**config.mk**
```make
export PLATFORM = sky130hd
export DESIGN_NAME = fifo_rd_ctrl
export DESIGN_NICKNAME = d
export VERILOG_FILES = /design/src/rtl/fifo_rd_ctrl_pkg.sv /design/src/rtl/fifo_rd_ctrl_sync.sv /design/src/rtl/fifo_rd_ctrl.sv
export SDC_FILE = /design/constraint.sdc
export NUM_CORES = 1
export LEC_CHECK = 0
export ABC_AREA = 1
export CORE_UTILIZATION = 41
export CTS_CLUSTER_DIAMETER = 50
export DETAILED_ROUTE_END_ITERATION = 6
export PLACE_DENSITY = 0.81
export SYNTH_ARGS = -nofsm -noshare
export SYNTH_HDL_FRONTEND = slang
export SYNTH_SLANG_ARGS = --single-unit
```
**constraint.sdc**
```tcl
create_clock -name rd_clk -period 1.82 [get_ports rd_clk]
set_input_delay 0.273 -clock rd_clk [delete_from_list [all_inputs] [get_ports rd_clk]]
set_output_delay 0.273 -clock rd_clk [all_outputs]
set_load 0.02 [all_outputs]
```
**src/rtl/fifo_rd_ctrl_pkg.sv**
```systemverilog
// Pointer helpers shared by the read- and write-domain FIFO controllers.
// Functions work on zero-extended pointers of any width up to 32 bits.
package fifo_rd_ctrl_pkg;

  localparam logic [31:0] PTR_RST = '0;

  function automatic logic [31:0] bin2gray(input logic [31:0] b);
    return b ^ (b >> 1);
  endfunction

  // Zero-extended upper bits stay zero, so the result is width-agnostic.
  function automatic logic [31:0] gray2bin(input logic [31:0] g);
    logic [31:0] b;
    b[31] = g[31];
    for (int i = 30; i >= 0; i--) begin
      b[i] = b[i+1] ^ g[i];
    end
    return b;
  endfunction

endpackage

```
**src/rtl/fifo_rd_ctrl_sync.sv**
```systemverilog
// Two-flop synchroniser for a Gray-coded pointer crossing into clk.
// Latency 2 clk edges; no backpressure.
module sync_2ff #(
  parameter int WIDTH = 4
) (
  input  logic             clk,
  input  logic             rst_n,
  input  logic [WIDTH-1:0] d_i,
  output logic [WIDTH-1:0] q_o
);

  (* ASYNC_REG = "TRUE" *) logic [WIDTH-1:0] meta_q;
  (* ASYNC_REG = "TRUE" *) logic [WIDTH-1:0] sync_q;

  always_ff @(posedge clk or negedge rst_n) begin
    if (!rst_n) begin
      meta_q <= '0;
      sync_q <= '0;
    end else begin
      meta_q <= d_i;
      sync_q <= meta_q;
    end
  end

  assign q_o = sync_q;

endmodule

```
**src/rtl/fifo_rd_ctrl.sv**
```systemverilog
// Dual-clock FIFO read controller: 3 rd_clk edges from write pointer to valid_o.
// Registered output stage; holds data and pointers while valid_o && !ready_i.
module fifo_rd_ctrl
  import fifo_rd_ctrl_pkg::*;
#(
  parameter int DEPTH      = 8,
  parameter int DATA_WIDTH = 8,
  parameter int PTR_WIDTH  = 3
) (
  input  logic                  rd_clk,
  input  logic                  rd_rst_n,
  input  logic [PTR_WIDTH:0]    g_wptr_i,
  input  logic [DATA_WIDTH-1:0] mem_data_i,
  output logic [PTR_WIDTH:0]    b_rptr_o,
  output logic [PTR_WIDTH:0]    g_rptr_o,
  output logic                  empty_o,
  output logic [PTR_WIDTH:0]    rd_level_o,
  output logic [DATA_WIDTH-1:0] data_o,
  output logic                  valid_o,
  input  logic                  ready_i
);

  localparam int PW = PTR_WIDTH + 1;

  if (DEPTH != (1 << PTR_WIDTH)) begin : g_bad_depth
    $error("fifo_rd_ctrl: DEPTH must equal 2**PTR_WIDTH");
  end

  logic [PW-1:0]         wq2;
  logic [PW-1:0]         wbin;
  logic [PW-1:0]         b_rptr_q, b_rptr_d;
  logic [PW-1:0]         g_rptr_q, g_rptr_d;
  logic [DATA_WIDTH-1:0] data_q, data_d;
  logic                  valid_q, valid_d;
  logic                  pop;

  sync_2ff #(.WIDTH(PW)) u_wptr_sync (
    .clk   (rd_clk),
    .rst_n (rd_rst_n),
    .d_i   (g_wptr_i),
    .q_o   (wq2)
  );

  assign wbin    = PW'(gray2bin(32'(wq2)));
  assign empty_o = (g_rptr_q == wq2);
  assign pop     = !empty_o && (!valid_q || ready_i);

  always_comb begin
    b_rptr_d = b_rptr_q;
    g_rptr_d = g_rptr_q;
    data_d   = data_q;
    valid_d  = valid_q;
    if (pop) begin
      data_d   = mem_data_i;
      valid_d  = 1'b1;
      b_rptr_d = b_rptr_q + PW'(1);
      g_rptr_d = PW'(bin2gray(32'(b_rptr_d)));
    end else if (valid_q && ready_i) begin
      valid_d = 1'b0;
    end
  end

  // Gray pointer is registered alongside the binary one so the write side never sees it early.
  always_ff @(posedge rd_clk or negedge rd_rst_n) begin
    if (!rd_rst_n) begin
      b_rptr_q <= PW'(PTR_RST);
      g_rptr_q <= PW'(PTR_RST);
      data_q   <= '0;
      valid_q  <= 1'b0;
    end else begin
      b_rptr_q <= b_rptr_d;
      g_rptr_q <= g_rptr_d;
      data_q   <= data_d;
      valid_q  <= valid_d;
    end
  end

  assign b_rptr_o   = b_rptr_q;
  assign g_rptr_o   = g_rptr_q;
  assign data_o     = data_q;
  assign valid_o    = valid_q;
  assign rd_level_o = wbin - b_rptr_q;

endmodule

```
* After elaboration in Yosys (flattened, before gate mapping)
Cells that the tools add are included.
** Storage, ports and cells
- Latch bits :: 0
- Bits in registers :: 25
- Input port bits :: 15
- Bits in writable memories :: 0
- Output and inout port bits :: 22
- Memory bits (read-only) :: 0
- Logic and storage cells :: 21
- Memories :: 0
** Cells by class
- Div/mod/pow operators :: 0
- $mul :: 0
- Equal/unequal tests :: 1
- Add/sub/neg operators :: 2
- Muxes and demuxes :: 2
- Bitwise logic cells :: 4
- Shift-type cells :: 0
- Reduce and logical (&&, ||, !) cells :: 6
- Order comparisons :: 0
** Operators with widths (count)
- adder 4 x 1 -> 4 bit, second input constant :: 1
- == test 4 bit :: 1
- subtractor 4 bit :: 1
- bitwise XOR 4 x 3 -> 4 bit :: 1
- bitwise XOR 1 bit :: 3
- logical AND 1 bit :: 2
- logical NOT 1 bit :: 2
- two-way mux 1 bit :: 2
- nonzero test 2 bit :: 1
- logical OR 1 bit :: 1

* Longest topological paths before layout
Gate-level depths: netlist of the first run.
- Word-level depth :: 4
- Depth in mapped cells :: 10
- Depth with buffers taken out :: 10

* Hierarchy
Synthesis of the first run repeated with hierarchy kept, for this count alone.
** Second synthesis, totals
- Cells, all modules :: 149
- Area total of the unflattened synthesis :: 1263.7 um^2
** Modules (own cells, without submodules)
- fifo_rd_ctrl :: area each 1063.5 um^2, times used 1, cells each 141, seq. area each 400.4 um^2
- sync_2ff :: area each 200.2 um^2, times used 1, cells each 8, seq. area each 200.2 um^2

* Least setup slack after synthesis of the first run
Ideal clock, no wire load.
- Path type :: register to output
- From :: register u_wptr_sync.sync_q[3] (netlist: u_wptr_sync.q_o[3])
- To :: output rd_level_o[2]
- Buffers on the path :: 0
- Stages on the path, launching flop included :: 11
- Data required time :: 1.547 ns
- Arrival time :: 1.886 ns
- Path slack :: -0.339 ns
- Cells stage by stage :: dfrtp_1 > inv_1 > nand2_1 > nand2_1 > nand2_1 > nand2_1 > xor2_1 > inv_1 > ha_1 > fa_1 > xnor2_1
** On the way
- Word-level cells in the longest chain between the ends :: 4
** RTL lines
- start: declaration :: line fifo_rd_ctrl_sync.sv:13 : (* ASYNC_REG = "TRUE" *) logic [WIDTH-1:0] sync_q;
- start signal: assignment :: line fifo_rd_ctrl_sync.sv:21 : sync_q <= meta_q;
- bitwise XOR 1 bit * :: line fifo_rd_ctrl_pkg.sv:16 : b[i] = b[i+1] ^ g[i];
- bitwise XOR 1 bit (2 in series) :: line fifo_rd_ctrl_pkg.sv:16
- subtractor 4 bit * :: line fifo_rd_ctrl.sv:82 : assign rd_level_o = wbin - b_rptr_q;
- end: declaration :: line fifo_rd_ctrl.sv:17 : output logic [PTR_WIDTH:0] rd_level_o,
Mark *: on every way between the ends. The rest lies on a longest branch, timed or not.

* Worst setup path in the final report of the first run
- From :: register u_wptr_sync.sync_q[3] (netlist: u_wptr_sync.q_o[3])
- To :: output rd_level_o[1]
** On the way
- Word-level cells in the longest chain between the ends :: 4
** RTL lines (line)
- bitwise XOR 1 bit * (2 in series) :: fifo_rd_ctrl_pkg.sv:16
- bitwise XOR 1 bit :: fifo_rd_ctrl_pkg.sv:16
- subtractor 4 bit * :: fifo_rd_ctrl.sv:82
Marked as above.

==> results of run 1 <==
[cell families after synthesis]
group                      Yosys count
adders and majority gates            5
buffers and inverters               24
and+or+nand+nor                     92
xor gates and xnor gates             4
AOI/OAI and AO/OA                    2
DFF                                 24
[path summary, 6_finish.rpt]
check,start,endpoint,cells after the start
hold reg to reg,u_wptr_sync.meta_q[0]$_DFF_PN0_,u_wptr_sync.q_o[0]$_DFF_PN0_,0
hold / removal,rd_rst_n,data_o[2]$_DFFE_PN0P_,2
setup / recovery,u_wptr_sync.q_o[3]$_DFF_PN0_,rd_level_o[1],11
min in group rd_clk,u_wptr_sync.meta_q[0]$_DFF_PN0_,u_wptr_sync.q_o[0]$_DFF_PN0_,0
max in group asynchronous,rd_rst_n,g_rptr_o[1]$_DFFE_PN0P_,2
setup reg to reg,u_wptr_sync.q_o[2]$_DFF_PN0_,data_o[0]$_DFFE_PN0P_,17
[cells in the final DEF (no fill, tap or decap)]
master,n
inv_2,4
nand3_1,15
nor2_1,1
clkdlybuf4s50_1,31
nand2_8,3
a21oi_2,1
xor2_1,2
dfrtp_1,24
inv_6,1
ha_4,1
inv_1,15
xnor2_1,1
nor2_2,2
nand3b_1,1
nand2_4,2
ha_1,3
nor2_4,1
nand2_2,24
buf_4,28
nand3_2,1
nand4_1,1
clkbuf_4,3
xnor2_4,1
buf_6,8
nand2_1,43
fa_2,1
o21ai_1,1
[per-stage QoR]
stage | power (mW) | setup slack, ns | util | hold slack (ns)
2_1_floorplan | 1.75 | -0.125 | - | -0.0226
3_3_place_gp | 2.38 | -0.646 | 0.618 | 0.333
3_5_place_dp | 2.45 | -0.751 | 0.618 | 0.343
4_1_cts | 2.77 | -0.585 | 0.665 | 0.311
5_1_grt | 3.17 | -0.718 | 0.728 | 0.331
6_report | 2.98 | -0.624 | 0.728 | 0.306
[layout make-up]
| type | instances | share of cell area |
|---|---|---|
| multi-input combinational | 105 | 0.332 |
| timing repair buffer | 67 | 0.301 |
| sequential | 24 | 0.296 |
| inverter | 20 | 0.0395 |
| tap | 31 | 0.0191 |
| clock buffer | 3 | 0.0111 |
[state kept, by name (all words and copies together), names as in the netlist]
| name | flops |
|---|---|
| valid_o | 1 |
| g_rptr_o | 3 |
| u_wptr_sync.meta_q | 4 |
| b_rptr_o | 4 |
| data_o | 8 |
| u_wptr_sync.q_o | 4 |
[critical path: cells and delay by family, from the launching register on]
| family | cells | cell delay [ns] |
|---|---|---|
| DFF | 1 | 0.44 |
| buffers and inverters | 4 | 0.33 |
| xor gates and xnor gates | 1 | 0.14 |
| and+or+nand+nor | 4 | 0.29 |
| adders and majority gates | 2 | 0.68 |
[power by group through the flow]
stage,Clock (mW),Sequential [mW],Combinational [mW]
after global placement,0,0.765,1.61
after floorplan,0,0.943,0.810
final,0.223,0.787,1.97
after detailed placement,0,0.773,1.67
after CTS,0.227,0.769,1.77
after global routing,0.246,0.801,2.12
[synth_stat cells, types with 2 or more instances]
library cell  instances  share of area
nand2_1              68           0.21
nand2_4               2          0.019
xor2_1                2          0.014
nor2_1                3         0.0093
buf_4                 2          0.012
xnor2_1               2          0.014
nand3_1              16          0.066
dfrtp_1              24           0.50
inv_1                19          0.059
ha_1                  4          0.041
[routing by layer]
metal	vias up	global-route usage
li1	601	-
met1	577	0.210
met2	43	0.403
met3	6	0.0207
met4	0	0.0488
met5	-	0
[repair_timing]
| action | CTS | global route |
|---|---|---|
| hold endpoints to repair | 0 | 0 |
| cloned | 0 | 2 |
| buffers inserted | 9 | 7 |
| pin swaps | 5 | 13 |
| hold buffers | 0 | 0 |
| gates resized for setup | 41 | 32 |
| setup endpoints to repair | 5 | 20 |
==> metrics.csv, run 1 <==
stage;metric;value;unit
outcome;status;finished, violations left;
outcome;violations;setup timing;
cts;cts.path.max_buffers;2;
pwr;p_seq_frac;0.264;
hold_path;hp-class;input pin to asynchronous set/reset pin;
route;vias;1227;
synthesis;synth-seq-cells;24;
route;wl_met2;1.90;mm
synthesis;yosys_warnings;0;
layout;area_delta_synth_final;67.3;%
global_routing;overflow;0;
die;io_pins;37;
global_routing;grt_pass1_vias;1213;
placement;dpl.cell_count;229;
route;highest_layer;met4;
sta;min_period_over_period;1.34;
layout;fin_cells;250;
synthesis;synth_top_family_by_area;simple AND/OR/NAND/NOR gates;
critical_path;cp.required;1.55;ns
sta;final-setup-viol-count;21;
die;die_area;0.00318;mm^2
synthesis;synthAdderAreaFrac;0.0579;
layout;multi_input_area;673;um^2
route;wire_per_inst;13.6;um
layout;fill_cells;210;
global_routing;grtUsageTotal;0.197;
die;fp.dieW;56.4;um
global_routing;grt_pass1_wl;4.99;mm
layout;stdcell_area;0.00203;mm^2
layout;num-nets-final;241;
pwr;p_int;1.66;mW
pwr;switchingPower;1.32;mW
global_routing;grt_max_degree;25;
route;drt_iter0_markers;21;
pwr;p_leak;1.04;nW
route;routed_wl;3.39;mm
sta;rsz0062_at_grt;true;
synthesis;yosysSeqAreaShare;0.496;
global_routing;antenna_found_initial;0;
route;ant_nets;0;
route;route.detailed.drc;0;
sta;layout_min_cycle_time;2.44;ns
layout;antenna_cells;0;
die;core;0.00278;mm^2
sta;max_clock_freq;409;MHz
placement;io_buffers;36;
critical_path;arrival;2.17;ns
die;start_util;0.435;
pwr;p_per_area;1470;mW/mm^2
synthesis;synthesis.area;0.00121;mm^2
route;wl_met1;1.32;mm
die;die_h;56.4;um
critical_path;slowest_delay;0.52;ns
placement;dp_hpwl;2.19;mm
pwr;swShare;0.444;
synthesis;ys.flop_type;dfrtp_1;
pwr;ir_worst_vdd;1.27;mV
pwr;pwr-share-comb;0.662;
run;maxCapViolations;0;
synthesis;async_reset_ff_frac;1.00;
critical_path;cp_max_fo;3;
critical_path;path_cells;inv_2, nand2_2, nand2_2, nand2_2, nand2_2, xor2_1, inv_1, ha_4, fa_2, inv_2, buf_6;
sta;slew_headroom;0.616;
critical_path;path_class;flip-flop to primary output;
synthesis;synth-simple-area-share;0.321;
cts;cts-root-buf;clkbuf_4;
route;wl_met3;139;um
placement;place.gp.congestion;0.741;
synthesis;synth_edf_count;0;
cts;clock_sinks;24;
synthesis;synthXorXnorAreaFrac;0.0289;
synthesis;synth_mux_area_frac;0;
sta;final_hold_viol_count;0;
critical_path;rrSetupSlack;-0.34;ns
layout;drive_above_1_share;0.370;
critical_path;crit_slowest_cell;fa_2;
sta;slew_viol_final;0;
route;via_per_inst;4.91;
synthesis;synth_cell_types;19;
cts;cts-buffers-inserted;3;
synthesis;netlist_instances;151;
synthesis;syn_area_per_cell;8.02;um^2
synthesis;synth_fp_nets;171;
layout;seqCellArea;601;um^2
sta;tightest_slew;0.576;ns
sta;skew;0.00148;ns
sta;setup_ws;-0.624;ns
cts;cts_tree;built;
critical_path;cp-start-kind;flip-flop;
sta;tns;-7.31;ns
critical_path;worstSetupEndpointType;primary output;
cts;cts_max_level;1;
route;dr.pass1.iters;4;
placement;placed_area;0.00172;mm^2
critical_path;cp_common_cell;nand2_2;
pwr;power_frac_clock;0.075;
synthesis;synth-compound-area-share;0.00826;
die;core.rowCount;19;
cts;clk_pin_slew;0.12;ns
cts;clkLatencyLatePin;0.30;ns
No activity file was read; power rests on OpenSTA's default activity.
==> run 2: changes to the inputs <==
--- a/config.mk
+++ b/config.mk
@@ -9,6 +9,7 @@
 export CORE_UTILIZATION = 41
 export CTS_CLUSTER_DIAMETER = 50
 export DETAILED_ROUTE_END_ITERATION = 6
+export HOLD_SLACK_MARGIN = 0.06
 export PLACE_DENSITY = 0.81
 export SYNTH_ARGS = -nofsm -noshare
 export SYNTH_HDL_FRONTEND = slang
==> results of run 2 <==
The final DEF is identical to that of run 1; final timing and power are the same.
